==> config.mk <==
export PLATFORM = sky130hd
export DESIGN_NAME = e_mem_fill_ctrl
export DESIGN_NICKNAME = d
export VERILOG_FILES = /design/src/rtl/e_mem_pkg.sv /design/src/rtl/e_mem_wr_ptr.sv /design/src/rtl/e_mem_fill_ctrl.sv
export SDC_FILE = /design/constraint.sdc
export NUM_CORES = 1
export LEC_CHECK = 0
export ABC_CLOCK_PERIOD_IN_PS = 2110
export CAP_MARGIN = 20
export CORE_ASPECT_RATIO = 2
export CORE_MARGIN = 1
export CORE_UTILIZATION = 45
export DETAILED_ROUTE_END_ITERATION = 8
export GPL_ROUTABILITY_DRIVEN = 0
export PLACE_DENSITY = 0.9
export SLEW_MARGIN = 10
export SYNTH_ARGS = -nofsm -noshare
export SYNTH_HDL_FRONTEND = slang
export SYNTH_SLANG_ARGS = --single-unit
==> constraint.sdc <==
create_clock -name CLK -period 2.11 [get_ports CLK]
set_clock_uncertainty 0.1 [all_clocks]
set_input_delay 0.3165 -clock CLK [delete_from_list [all_inputs] [get_ports CLK]]
set_output_delay 0.3165 -clock CLK [all_outputs]
set_load 0.01 [all_outputs]
==> src/rtl/e_mem_pkg.sv <==
// Shared constants and state type for the e_mem write side and its address generator.
// The address generator uses the same hold and ring constants.
package e_mem_pkg;

  localparam int unsigned ADDR_W    = 18;
  localparam int unsigned HOLD_ADDR = 2048;
  localparam int unsigned WRAP_FROM = 262143;
  localparam int unsigned WRAP_TO   = 259072;

  typedef enum logic [2:0] {
    IDLE,
    HEAD,
    HOLD,
    BODY,
    RING
  } state_t;

endpackage

==> src/rtl/e_mem_wr_ptr.sv <==
// Shadow write pointer. It steps once per accepted word, and WRAP_FROM wraps to WRAP_TO.
// The read side is expected to reuse this module.
module e_mem_wr_ptr #(
  parameter int unsigned ADDR_W    = e_mem_pkg::ADDR_W,
  parameter int unsigned WRAP_FROM = e_mem_pkg::WRAP_FROM,
  parameter int unsigned WRAP_TO   = e_mem_pkg::WRAP_TO
) (
  input  logic              CLK,
  input  logic              rst,
  input  logic              clear,
  input  logic              step,
  output logic [ADDR_W-1:0] ptr
);

  always_ff @(posedge CLK or posedge rst) begin
    if (rst) begin
      ptr <= '0;
    end else if (clear) begin
      ptr <= '0;
    end else if (step) begin
      if (ptr == ADDR_W'(WRAP_FROM)) begin
        ptr <= ADDR_W'(WRAP_TO);
      end else begin
        ptr <= ptr + 1'b1;
      end
    end
  end

endmodule

==> src/rtl/e_mem_fill_ctrl.sv <==
// Write-side sequencer for the e_mem address generator and BRAM.
// The release pulse is carried on hold_release, because 'release' is a reserved word.
module e_mem_fill_ctrl #(
  parameter int unsigned DATA_W    = 32,
  parameter int unsigned ADDR_W    = e_mem_pkg::ADDR_W,
  parameter int unsigned HOLD_ADDR = e_mem_pkg::HOLD_ADDR,
  parameter int unsigned WRAP_FROM = e_mem_pkg::WRAP_FROM,
  parameter int unsigned WRAP_TO   = e_mem_pkg::WRAP_TO
) (
  input  logic              CLK,
  input  logic              rst,
  input  logic              start,
  input  logic              stop,
  input  logic              hold_release,
  input  logic              s_valid,
  input  logic [DATA_W-1:0] s_data,
  output logic              s_ready,
  output logic              e_mem_addr_en,
  output logic              stall,
  output logic              addr_clr,
  output logic              mem_we,
  output logic [DATA_W-1:0] mem_wdata,
  output logic [ADDR_W-1:0] wr_ptr,
  output logic              head_done,
  output logic              wrapped,
  output logic              busy
);

  import e_mem_pkg::*;

  state_t state;
  logic   xfer;
  logic   ptr_clr;
  logic   at_head_end;
  logic   at_wrap_from;

  assign s_ready      = (state == HEAD) || (state == BODY) || (state == RING);
  assign busy         = (state != IDLE);
  assign xfer         = s_valid && s_ready;
  assign ptr_clr      = (state == IDLE) && start;
  assign at_head_end  = (wr_ptr == ADDR_W'(HOLD_ADDR - 1));
  assign at_wrap_from = (wr_ptr == ADDR_W'(WRAP_FROM));

  e_mem_wr_ptr #(
    .ADDR_W   (ADDR_W),
    .WRAP_FROM(WRAP_FROM),
    .WRAP_TO  (WRAP_TO)
  ) u_wr_ptr (
    .CLK  (CLK),
    .rst  (rst),
    .clear(ptr_clr),
    .step (xfer),
    .ptr  (wr_ptr)
  );

  always_ff @(posedge CLK or posedge rst) begin
    if (rst) begin
      state         <= IDLE;
      e_mem_addr_en <= 1'b0;
      stall         <= 1'b0;
      addr_clr      <= 1'b0;
      mem_we        <= 1'b0;
      mem_wdata     <= '0;
      head_done     <= 1'b0;
      wrapped       <= 1'b0;
    end else begin
      // A word accepted on the same edge as stop is still written.
      mem_we        <= xfer;
      e_mem_addr_en <= xfer;
      addr_clr      <= 1'b0;
      if (xfer) begin
        mem_wdata <= s_data;
      end
      if ((state == HEAD) && xfer && at_head_end) begin
        head_done <= 1'b1;
      end
      if ((state == BODY) && xfer && at_wrap_from) begin
        wrapped <= 1'b1;
      end

      if ((state != IDLE) && stop) begin
        state <= IDLE;
        stall <= 1'b0;
      end else begin
        case (state)
          IDLE: begin
            if (start) begin
              state     <= HEAD;
              addr_clr  <= 1'b1;
              head_done <= 1'b0;
              wrapped   <= 1'b0;
            end
          end
          HEAD: begin
            if (xfer && at_head_end) begin
              state <= HOLD;
            end
          end
          HOLD: begin
            // Stall waits one cycle so the last head enable can move the generator to HOLD_ADDR.
            if (hold_release) begin
              state <= BODY;
              stall <= 1'b0;
            end else begin
              stall <= 1'b1;
            end
          end
          BODY: begin
            if (xfer && at_wrap_from) begin
              state <= RING;
            end
          end
          RING: begin
            state <= RING;
          end
          default: state <= IDLE;
        endcase
      end
    end
  end

endmodule

==> results of run 1 <==
-- worst max-delay path: stages, from the launching register on --
cell and delay [ns]:
dfrtp_2 0.46, or3_2 0.49, dlygate4sd2_1 0.31
-- report_power, final --
| part | internal, mW | leakage, nW | switching [mW] |
|---|---|---|---|
| Clock | 1.06 | 0.156 | 0.495 |
| Combinational | 0.478 | 1.04 | 0.398 |
| Sequential | 1.28 | 0.751 | 0.0955 |
| Total | 2.82 | 1.94 | 0.988 |
-- state kept, by name, indices dropped and copies added, names as in the netlist --
signal	cells
state	3
u_wr_ptr.ptr	18
stall	1
mem_wdata	32
head_done	1
addr_clr	1
wrapped	1
mem_we	1
-- what timing repair did --
action	in CTS	in global routing
gates resized for setup	3	2
setup buffers	0	2
hold buffers	0	0
setup endpoints to repair	2	1
-- path summary, 6_finish.rpt --
kind,to,slack [ns]
worst min-delay path,mem_wdata[5],0.23
worst max register to register,state[1],0.12
max in group asynchronous,state[0],1.10
worst min register to register,mem_wdata[30],0.37
min in group CLK,mem_wdata[30],0.37
worst max-delay path,busy,0.11
-- per-layer routing --
layer	part of all wire [%]	GRT usage [%]	wire length, um
met5	0	0	0
met4	3.9	15.1	281
met2	55	43.8	4000
met3	4.5	6.53	326
met1	37	26.2	2660
-- cells in the final DEF, fill, tap and decap left out, types with 2 or more instances in the layout --
cell type,instances
a21oi_1,3
a31oi_1,2
and3_1,6
and4_1,2
and4_2,2
buf_4,16
bufinv_16,2
clkbuf_16,9
clkdlybuf4s50_1,93
clkinv_2,2
dfrtp_1,56
dfrtp_2,2
inv_1,3
inv_2,2
mux2i_1,2
nand2_1,112
nand2_4,2
nand3_1,11
nand4_1,4
nor2_1,12
nor3_1,3
nor4_1,3
o211ai_1,2
o21ai_0,2
o311ai_1,2
o31ai_1,4
or3_1,2
xnor2_1,4
xor2_1,3
-- cell families after synthesis --
group                      after synthesis  synth area share, %
and+or+nand+nor                        174                 31.8
muxes                                    2                0.750
AOI/OAI and AO/OA                       24                 7.03
DFF                                     58                 54.4
adders and majority gates                1                0.469
xor gates and xnor gates                 7                 2.30
buffers and inverters                   16                 3.28
-- layout make-up --
class	instances	area (um^2)	share of cell area [%]
Clock buffer	11	243	5.91
Clock inverter	5	77.6	1.89
Inverter	6	25.0	0.610
Multi-Input combinational cell	208	1140	27.7
Sequential cell	58	1450	35.4
Tap cell	61	76.3	1.86
Timing Repair Buffer	112	1090	26.6
-- per-stage QoR --
step | worst slack, ns | hold slack (ns)
floorplan | 0.266 | 0.314
global placement | 0.157 | 0.356
detailed placement | 0.124 | 0.363
CTS | -0.104 | 0.252
global route | 0.0537 | 0.310
finish | 0.111 | 0.234
==> flow_summary.json, run 1 <==
{
  "outcome": "complete, no violations",
  "yosys-top-cells-area": "dfrtp_1 (54%), nand2_1 (16%), nand3_1 (2.1%)",
  "drive_above_1_share_pct": 14.0,
  "fmax_mhz": 500,
  "clk_pin_slew_ns": 0.05,
  "dr.pass1.iters": 4,
  "initial_core_util_pct": 46.7,
  "netlist_area_mm2": 0.00267,
  "worst_slew_pin_slew_ns": 0.488,
  "syn2layout_area_growth_pct": 53.8,
  "antenna_found_initial": 0,
  "cts-buffers-inserted": 9,
  "clock_latency_ns": 0.33,
  "diodes": 0,
  "worstRegToRegCells": 6,
  "p_leak_nw": 1.94,
  "design_area_mm2": 0.00410,
  "period_needed_ns": 2.00,
  "peakVddDrop_uv": 1160,
  "clock_path_buffers": 2,
  "power.density_mw_per_mm2": 927,
  "rsz0062_at_grt": "false",
  "grt-ovfl-total": 0,
  "hold_violations": 0,
  "path_class": "register to output port",
  "cts-root-buf": "clkbuf_16",
  "syn_inst": 282,
  "worstSetupStartpointType": "register",
  "die_y_um": 111,
  "synth.most_common_cell": "nand2_1",
  "setup_viol_count_final": 0,
  "stdcell_count": 461,
  "maxCapViolCount": 0,
  "synth_seq_area_share_pct": 54.4,
  "drtIter0Drc": 108,
  "rows": 39,
  "yosys.area.top_type_share_pct": 54.4,
  "crit_fanout": 7,
  "htreeDepth": 3,
  "num_vias": 2506,
  "yosysTopAreaCell": "dfrtp_1",
  "route.detailed.wl_per_inst_um": 15.8,
  "synth_commonest_cells": "nand2_1 (112), dfrtp_1 (58), nor2_1 (12), nand3_1 (11), and3_1 (6)",
  "die_w_um": 56.5,
  "n_fill_cell": 422,
  "hold_path.class": "primary input to async pin",
  "grt_pass1_vias": 2553,
  "io_pins": 96,
  "placed_area_mm2": 0.00376,
  "yosysUniqueCellTypes": 52,
  "grt_usage_pct": 25.2,
  "avgViaCountPerCell": 5.44,
  "crit_path_start": "state[0]",
  "fin_tns_setup_ns": 0,
  "p_total_mw": 3.80,
  "yosys_register_bits": 58,
  "cp.arrival_ns": 1.58,
  "die_area_mm2": 0.00626,
  "ys.flop_type": "dfrtp_1",
  "postSynthAreaPerCell_um2": 9.46,
  "endpoint_kind": "output port",
  "asyncSetResetFlopFracSynth_pct": 100,
  "wl_um": 7270,
  "final_net_count": 434,
  "core_mm2": 0.00571,
  "grt_max_degree": 39,
  "yosys_warnings": 0,
  "relSlewSlack_pct": 67.4,
  "post-route-util_pct": 71.9,
  "drc": 0,
  "final_antenna_net_count": 0,
  "synth_edf_count": 0,
  "dp.cells": 443,
  "io_buffer_count": 95,
  "min_period_over_period_pct": 94.7,
  "cp_data_required_time_ns": 1.69,
  "syn-num-nets": 321,
  "hpwl_um": 5380,
  "grt_pass1_wl_um": 12000,
  "r2r-start": "u_wr_ptr.ptr[1]",
  "slew_viol_final": 0,
  "clock-sinks": 58,
  "cts_tree": "yes"
}
No activity file was read; power rests on OpenSTA's default activity.
==> inputs of run 2 (changes only) <==
==> constraint.sdc (replaced) <==
create_clock -name CLK -period 2.11 [get_ports CLK]
set_clock_uncertainty 0.1 [all_clocks]
set_input_delay 0.422 -clock CLK [delete_from_list [all_inputs] [get_ports CLK]]
set_output_delay 0.422 -clock CLK [all_outputs]
set_load 0.01 [all_outputs]
==> run 2 against run 1 <==
Compared with the run above: non-clock buffer count is 6 higher; clock power shrank 11%; first-iteration DRC count increased by 17%; final area unchanged; critical path type unchanged; largest cell class unchanged.
==> flow_summary.json, run 2 (same netlist as run 1, synthesis figures left out) <==
{
  "outcome": "complete, no violations",
  "maxCapViolCount": 0,
  "dr.pass1.iters": 4,
  "multi_input_area_mm2": 0.00113,
  "path_cells": "and2b_4, or2_2, dlygate4sd2_1",
  "cts_hold_buf": 0,
  "grt_pass1_wl_um": 12400,
  "io_buffer_count": 95,
  "power.share.sequential_pct": 37.7,
  "initial_core_util_pct": 46.7,
  "slowest_delay_ns": 0.43,
  "swShare_pct": 26.7,
  "hold_ws_ns": 0.370,
  "critPathCapture": "s_ready",
  "seq_area_mm2": 0.00145,
  "drc": 0,
  "top_register": "mem_wdata",
  "hold_path.class": "register to register",
  "p_int_mw": 2.66,
  "cp_data_required_time_ns": 1.59,
  "die_w_um": 56.5,
  "largest_reg_flops": 32,
  "drive_above_1_share_pct": 15.0,
  "slew_viol_final": 0,
  "die_y_um": 111,
  "crit_buf_inv": 1,
  "cts-buffers-inserted": 9,
  "cp.arrival_ns": 1.55,
  "worstRegToRegCells": 6,
  "worstSetupStartpointType": "register",
  "power.share.clock_pct": 38.1,
  "relSlewSlack_pct": 72.8,
  "period_needed_ns": 2.07,
  "final_net_count": 440,
  "p_total_mw": 3.63,
  "grt_max_degree": 59,
  "rows": 39,
  "cp.depth": 3,
  "htreeDepth": 3,
  "power.density_mw_per_mm2": 884,
  "peakVddDrop_uv": 941,
  "drtIter0Drc": 126,
  "crit_path_start": "state[0]",
  "diodes": 0,
  "num_vias": 2580,
  "min_from": "mem_wdata[28]",
  "comb_power_share_pct": 24.2,
  "p_leak_nw": 1.96,
  "die_area_mm2": 0.00626,
  "clock-sinks": 58,
  "clock_path_buffers": 2,
  "endpoint_kind": "output port",
  "cts_tree": "yes",
  "path_class": "register to output port",
  "antenna_found_initial": 0,
  "hold_violations": 0,
  "grt-ovfl-total": 0,
  "critical_path.top_delay_family": "simple AND/OR/NAND/NOR gates",
  "layout_common_cells": "nand2_1 (112), clkdlybuf4s50_1 (93), dfrtp_1 (57)",
  "reg.largest.list": "mem_wdata: 32 flops, u_wr_ptr.ptr: 18 flops, state: 3 flops",
  "preCtsSetupSlack_ns": 0.0278,
  "layout_commonest_cell": "nand2_1",
  "fmax_mhz": 483,
  "reg2reg_slack_ns": 0.18,
  "setup_viol_count_final": 0,
  "worstReg2RegEnd": "u_wr_ptr.ptr[0]",
  "crit_fanout": 6,
  "wl_um": 7440,
  "p_switching_uw": 970,
  "worst_slew_pin_slew_ns": 0.404,
  "route.detailed.wl_per_inst_um": 15.9,
  "clock_latency_ns": 0.32,
  "avgViaCountPerCell": 5.52,
  "final_antenna_net_count": 0,
  "setup_ws_ns": 0.0388,
  "io_pins": 96,
  "min_period_over_period_pct": 98.2,
  "core_mm2": 0.00571,
  "hpwl_um": 5390,
  "grt_pass1_vias": 2672,
  "critPathSlowestCell": "dfrtp_2",
  "clk_pin_slew_ns": 0.05,
  "grt_usage_pct": 25.6,
  "post-route-util_pct": 71.9,
  "syn2layout_area_growth_pct": 53.8,
  "r2r-start": "u_wr_ptr.ptr[0]",
  "cts-root-buf": "clkbuf_16",
  "n_fill_cell": 422
}
-- run 2: worst min-delay path by stage --
stage	to	slack (ns)	cells past startpoint
6_report	mem_wdata[28]	0.37	2
5_1_grt	mem_wdata[6]	0.40	2
4_1_cts	mem_wdata[28]	0.37	2
3_5_place_dp	mem_wdata[11]	0.36	2
3_3_place_gp	mem_wdata[0]	0.36	2
2_1_floorplan	mem_wdata[0]	0.41	2
-- run 2: area by class of cell --
type | instances | share of cell area, %
flip-flops and latches | 58 | 35.4
repair buffers | 118 | 27.6
multi-input cells | 208 | 27.5
clock buffers | 10 | 5.58
well taps | 61 | 1.86
clock inverters | 6 | 1.40
inverters | 6 | 0.610
-- run 2: power by group through the flow --
stage          Combinational, mW  Sequential (mW)  Clock (mW)
6_report                   0.878             1.37        1.38
5_1_grt                    0.949             1.39        1.45
4_1_cts                    0.881             1.37        1.40
3_5_place_dp               0.877             1.39           0
3_3_place_gp               0.857             1.38           0
2_1_floorplan              0.256             1.47           0
-- run 2: worst min-delay path: stages (launching register included) --
cell     delay [ns]
dfrtp_1        0.33
nand2_1        0.05
nand2_1        0.05
-- run 2: what timing repair did --
item,CTS,global route
resized for setup,3,0
endpoints found under the setup margin,2,1
setup buffers,2,2
-- run 2: metal layers --
metal | track usage, % | share of wire [%] | vias up
met4 | 13.8 | 3.9 | 0
met2 | 45.2 | 57 | 92
met5 | 0 | 0 | -
met3 | 4.43 | 4.1 | 23
met1 | 28.3 | 35 | 1274
li1 | - | - | 1191
-- run 2: per-stage QoR --
| stage | area, um^2 | instances | TNS [ns] |
|---|---|---|---|
| 2_1_floorplan | 2670 | 282 | 0 |
| 3_3_place_gp | 3790 | 447 | 0 |
| 3_5_place_dp | 3790 | 447 | 0 |
| 4_1_cts | 4090 | 465 | 0 |
| 5_1_grt | 4100 | 467 | -0.00202 |
| 6_report | 4100 | 467 | 0 |
==> inputs of run 3 (changes only) <==
--- a/config.mk
+++ b/config.mk
@@ -5,6 +5,7 @@
 export SDC_FILE = /design/constraint.sdc
 export NUM_CORES = 1
 export LEC_CHECK = 0
+export ABC_AREA = 1
 export ABC_CLOCK_PERIOD_IN_PS = 2110
 export CAP_MARGIN = 20
 export CORE_ASPECT_RATIO = 2
==> run 3 against run 2 <==
Compared with the run above: the flow now finishes with violations (DRC); worst setup slack improved by 0.14 ns; first-iteration DRC count fell by 9.5%; synthesized cell count rose by 19%; combinational power rose by 140%; final cell count rose by 7.3%; fmax rose by 7.3%; critical endpoint is now busy; routed wire length rose by 2.7%.
==> flow_summary.json, run 3 <==
{
  "relSlewSlack_pct": 78.1,
  "ys.flop_type": "dfrtp_1",
  "cp.arrival_ns": 1.41,
  "crit_path_start": "state[0]",
  "die_w_um": 57.1,
  "yosys-top-cells-area": "dfrtp_1 (53%), nand2_1 (20%), nand3_1 (3.5%)",
  "postSynthAreaPerCell_um2": 8.14,
  "synth_commonest_cells": "nand2_1 (145), dfrtp_1 (58), nor2_1 (25), nand3_1 (19), inv_1 (15)",
  "clock_latency_ns": 0.32,
  "m1WireLength_um": 2610,
  "dr_wl_met2_um": 4380,
  "grt_usage_pct": 25.9,
  "drive_above_1_share_pct": 10.9,
  "multi_input_area_mm2": 0.00115,
  "min_from": "mem_wdata[0]",
  "rows": 39,
  "die_area_mm2": 0.00641,
  "stdcell_count": 501,
  "power.density_mw_per_mm2": 1300,
  "htreeDepth": 3,
  "route.detailed.wl_per_inst_um": 15.3,
  "cts_hold_buf": 0,
  "cts_tree": "yes",
  "yosys_register_bits": 58,
  "hold_violations": 0,
  "yosys_warnings": 0,
  "diodes": 0,
  "synth_seq_area_share_pct": 53.1,
  "period_needed_ns": 1.93,
  "grt-ovfl-total": 0,
  "netlist_area_mm2": 0.00273,
  "post_cts_buffers": 0,
  "io_pins": 96,
  "synth_edf_count": 0,
  "rsz0062_at_grt": "false",
  "wl_um": 7640,
  "hpwl_um": 5490,
  "drc": 8,
  "reg.largest.list": "mem_wdata: 32 flops, u_wr_ptr.ptr: 18 flops, state: 3 flops",
  "grt_max_degree": 59,
  "clock_path_buffers": 2,
  "crit_fanout": 5,
  "maxCapViolCount": 0,
  "slew_viol_final": 0,
  "cts-resized-gates": 4,
  "fin_tns_setup_ns": 0,
  "top_register": "mem_wdata",
  "largest_reg_flops": 32,
  "violations": "DRC",
  "cts-root-buf": "clkbuf_16",
  "initial_core_util_pct": 47.5,
  "io_buffer_count": 95,
  "layout_common_cells": "nand2_1 (145), clkdlybuf4s50_1 (93), dfrtp_1 (57)",
  "final_net_count": 475,
  "reg2reg_slack_ns": 0.23,
  "clk_pin_slew_ns": 0.05,
  "clock-sinks": 58,
  "final_antenna_net_count": 0,
  "asyncSetResetFlopFracSynth_pct": 100,
  "fmax_mhz": 518,
  "cts-buffers-inserted": 9,
  "worst_slew_pin_slew_ns": 0.328,
  "dr.pass1.iters": 6,
  "endpoint_kind": "output port",
  "avgViaCountPerCell": 5.35,
  "min_period_over_period_pct": 91.5,
  "met3_length_um": 367,
  "grt_pass1_vias": 2830,
  "hold_path.class": "register to register",
  "antenna_found_initial": 0,
  "syn-num-nets": 375,
  "path_class": "register to output port",
  "top_layer": "met4",
  "cp_data_required_time_ns": 1.59,
  "syn_inst": 336,
  "r2r-start": "u_wr_ptr.ptr[1]",
  "drtIter0Drc": 114,
  "dp.cells": 486,
  "die_y_um": 112,
  "layout_commonest_cell": "nand2_1",
  "outcome": "finished with violations",
  "core_mm2": 0.00576,
  "synth.most_common_cell": "nand2_1",
  "worstSetupStartpointType": "register",
  "syn2layout_area_growth_pct": 47.7,
  "yosysTopAreaCell": "dfrtp_1",
  "grt_pass1_wl_um": 12700,
  "num_vias": 2679,
  "seq_area_mm2": 0.00145,
  "yosys.area.top_type_share_pct": 53.1,
  "p_leak_nw": 1.90,
  "n_fill_cell": 449,
  "yosysUniqueCellTypes": 26,
  "setup_viol_count_final": 0,
  "peakVddDrop_uv": 829
}
## run 3: cell count changes after synthesis, sizes merged, moves of 5 or more
cell | before | now
a21oi | 4 | 9
and3 | 7 | 2
inv | 6 | 19
nand2 | 114 | 153
nand3 | 11 | 20
nor2 | 13 | 30
nor3 | 4 | 12
o21ai | 3 | 10
## run 3: area by class of cell
cell class / instances / share of cell area [%]
flip-flops and latches: 58 / 36.0
multi-input cells: 249 / 28.4
repair buffers: 99 / 24.8
clock buffers: 12 / 6.10
well taps: 61 / 1.89
inverters: 19 / 1.77
clock inverters: 3 / 0.991
## run 3: power by group
group | switching, mW | total [mW] | leakage [nW] | internal [mW]
sequential | 0.242 | 1.73 | 0.752 | 1.49
combinational | 1.14 | 2.13 | 1.01 | 0.995
clock | 0.472 | 1.41 | 0.142 | 0.933
total | 1.85 | 5.27 | 1.90 | 3.42
## run 3: path summary, 6_finish.rpt
check	end	cells after the start
max	busy	3
min	mem_wdata[0]	2
max reg2reg	state[1]	10
min reg2reg	mem_wdata[0]	2
max in group asynchronous	state[1]	3
min in group asynchronous	mem_wdata[26]	3
## run 3: stage by stage
stage                     util (%)  power [mW]  setup slack, ns  instance area [um^2]  hold slack (ns)
after detailed placement      65.1        3.88            0.220                  3750            0.367
final                         70.1        5.27            0.179                  4040            0.374
after CTS                     70.1        5.30            0.194                  4040            0.380
after global placement        65.1        3.78            0.278                  3750            0.361
after global routing          70.1        5.57           0.0918                  4040            0.405
after floorplan                  -        2.80            0.160                  2730            0.413
## run 3: cell families (layout without fill, tap and decap cells)
logic type               count (synthesis)  count (layout)  synth area share (%)
AO/OA/AOI/OAI                           24              24                  5.26
AND/OR/NAND/NOR                        223             223                  35.9
flip-flops                              58              58                  53.1
adder cells (fa/ha/maj)                  1               1                 0.458
buffers and inverters                   29             133                  4.99
XOR/XNOR                                 1               1                 0.320
## run 3: routing by layer
layer  global-route usage [%]  vias to the layer above
li1                         -                     1264
met5                        0                        -
met2                     46.8                      109
met1                     26.8                     1277
met4                     15.4                        0
met3                     4.49                       29
## run 3: worst max-delay path: stages, from the launching register on
cell           delay (ns)
dfrtp_1              0.43
nor2_2               0.19
nand2_1              0.14
dlygate4sd2_1        0.32
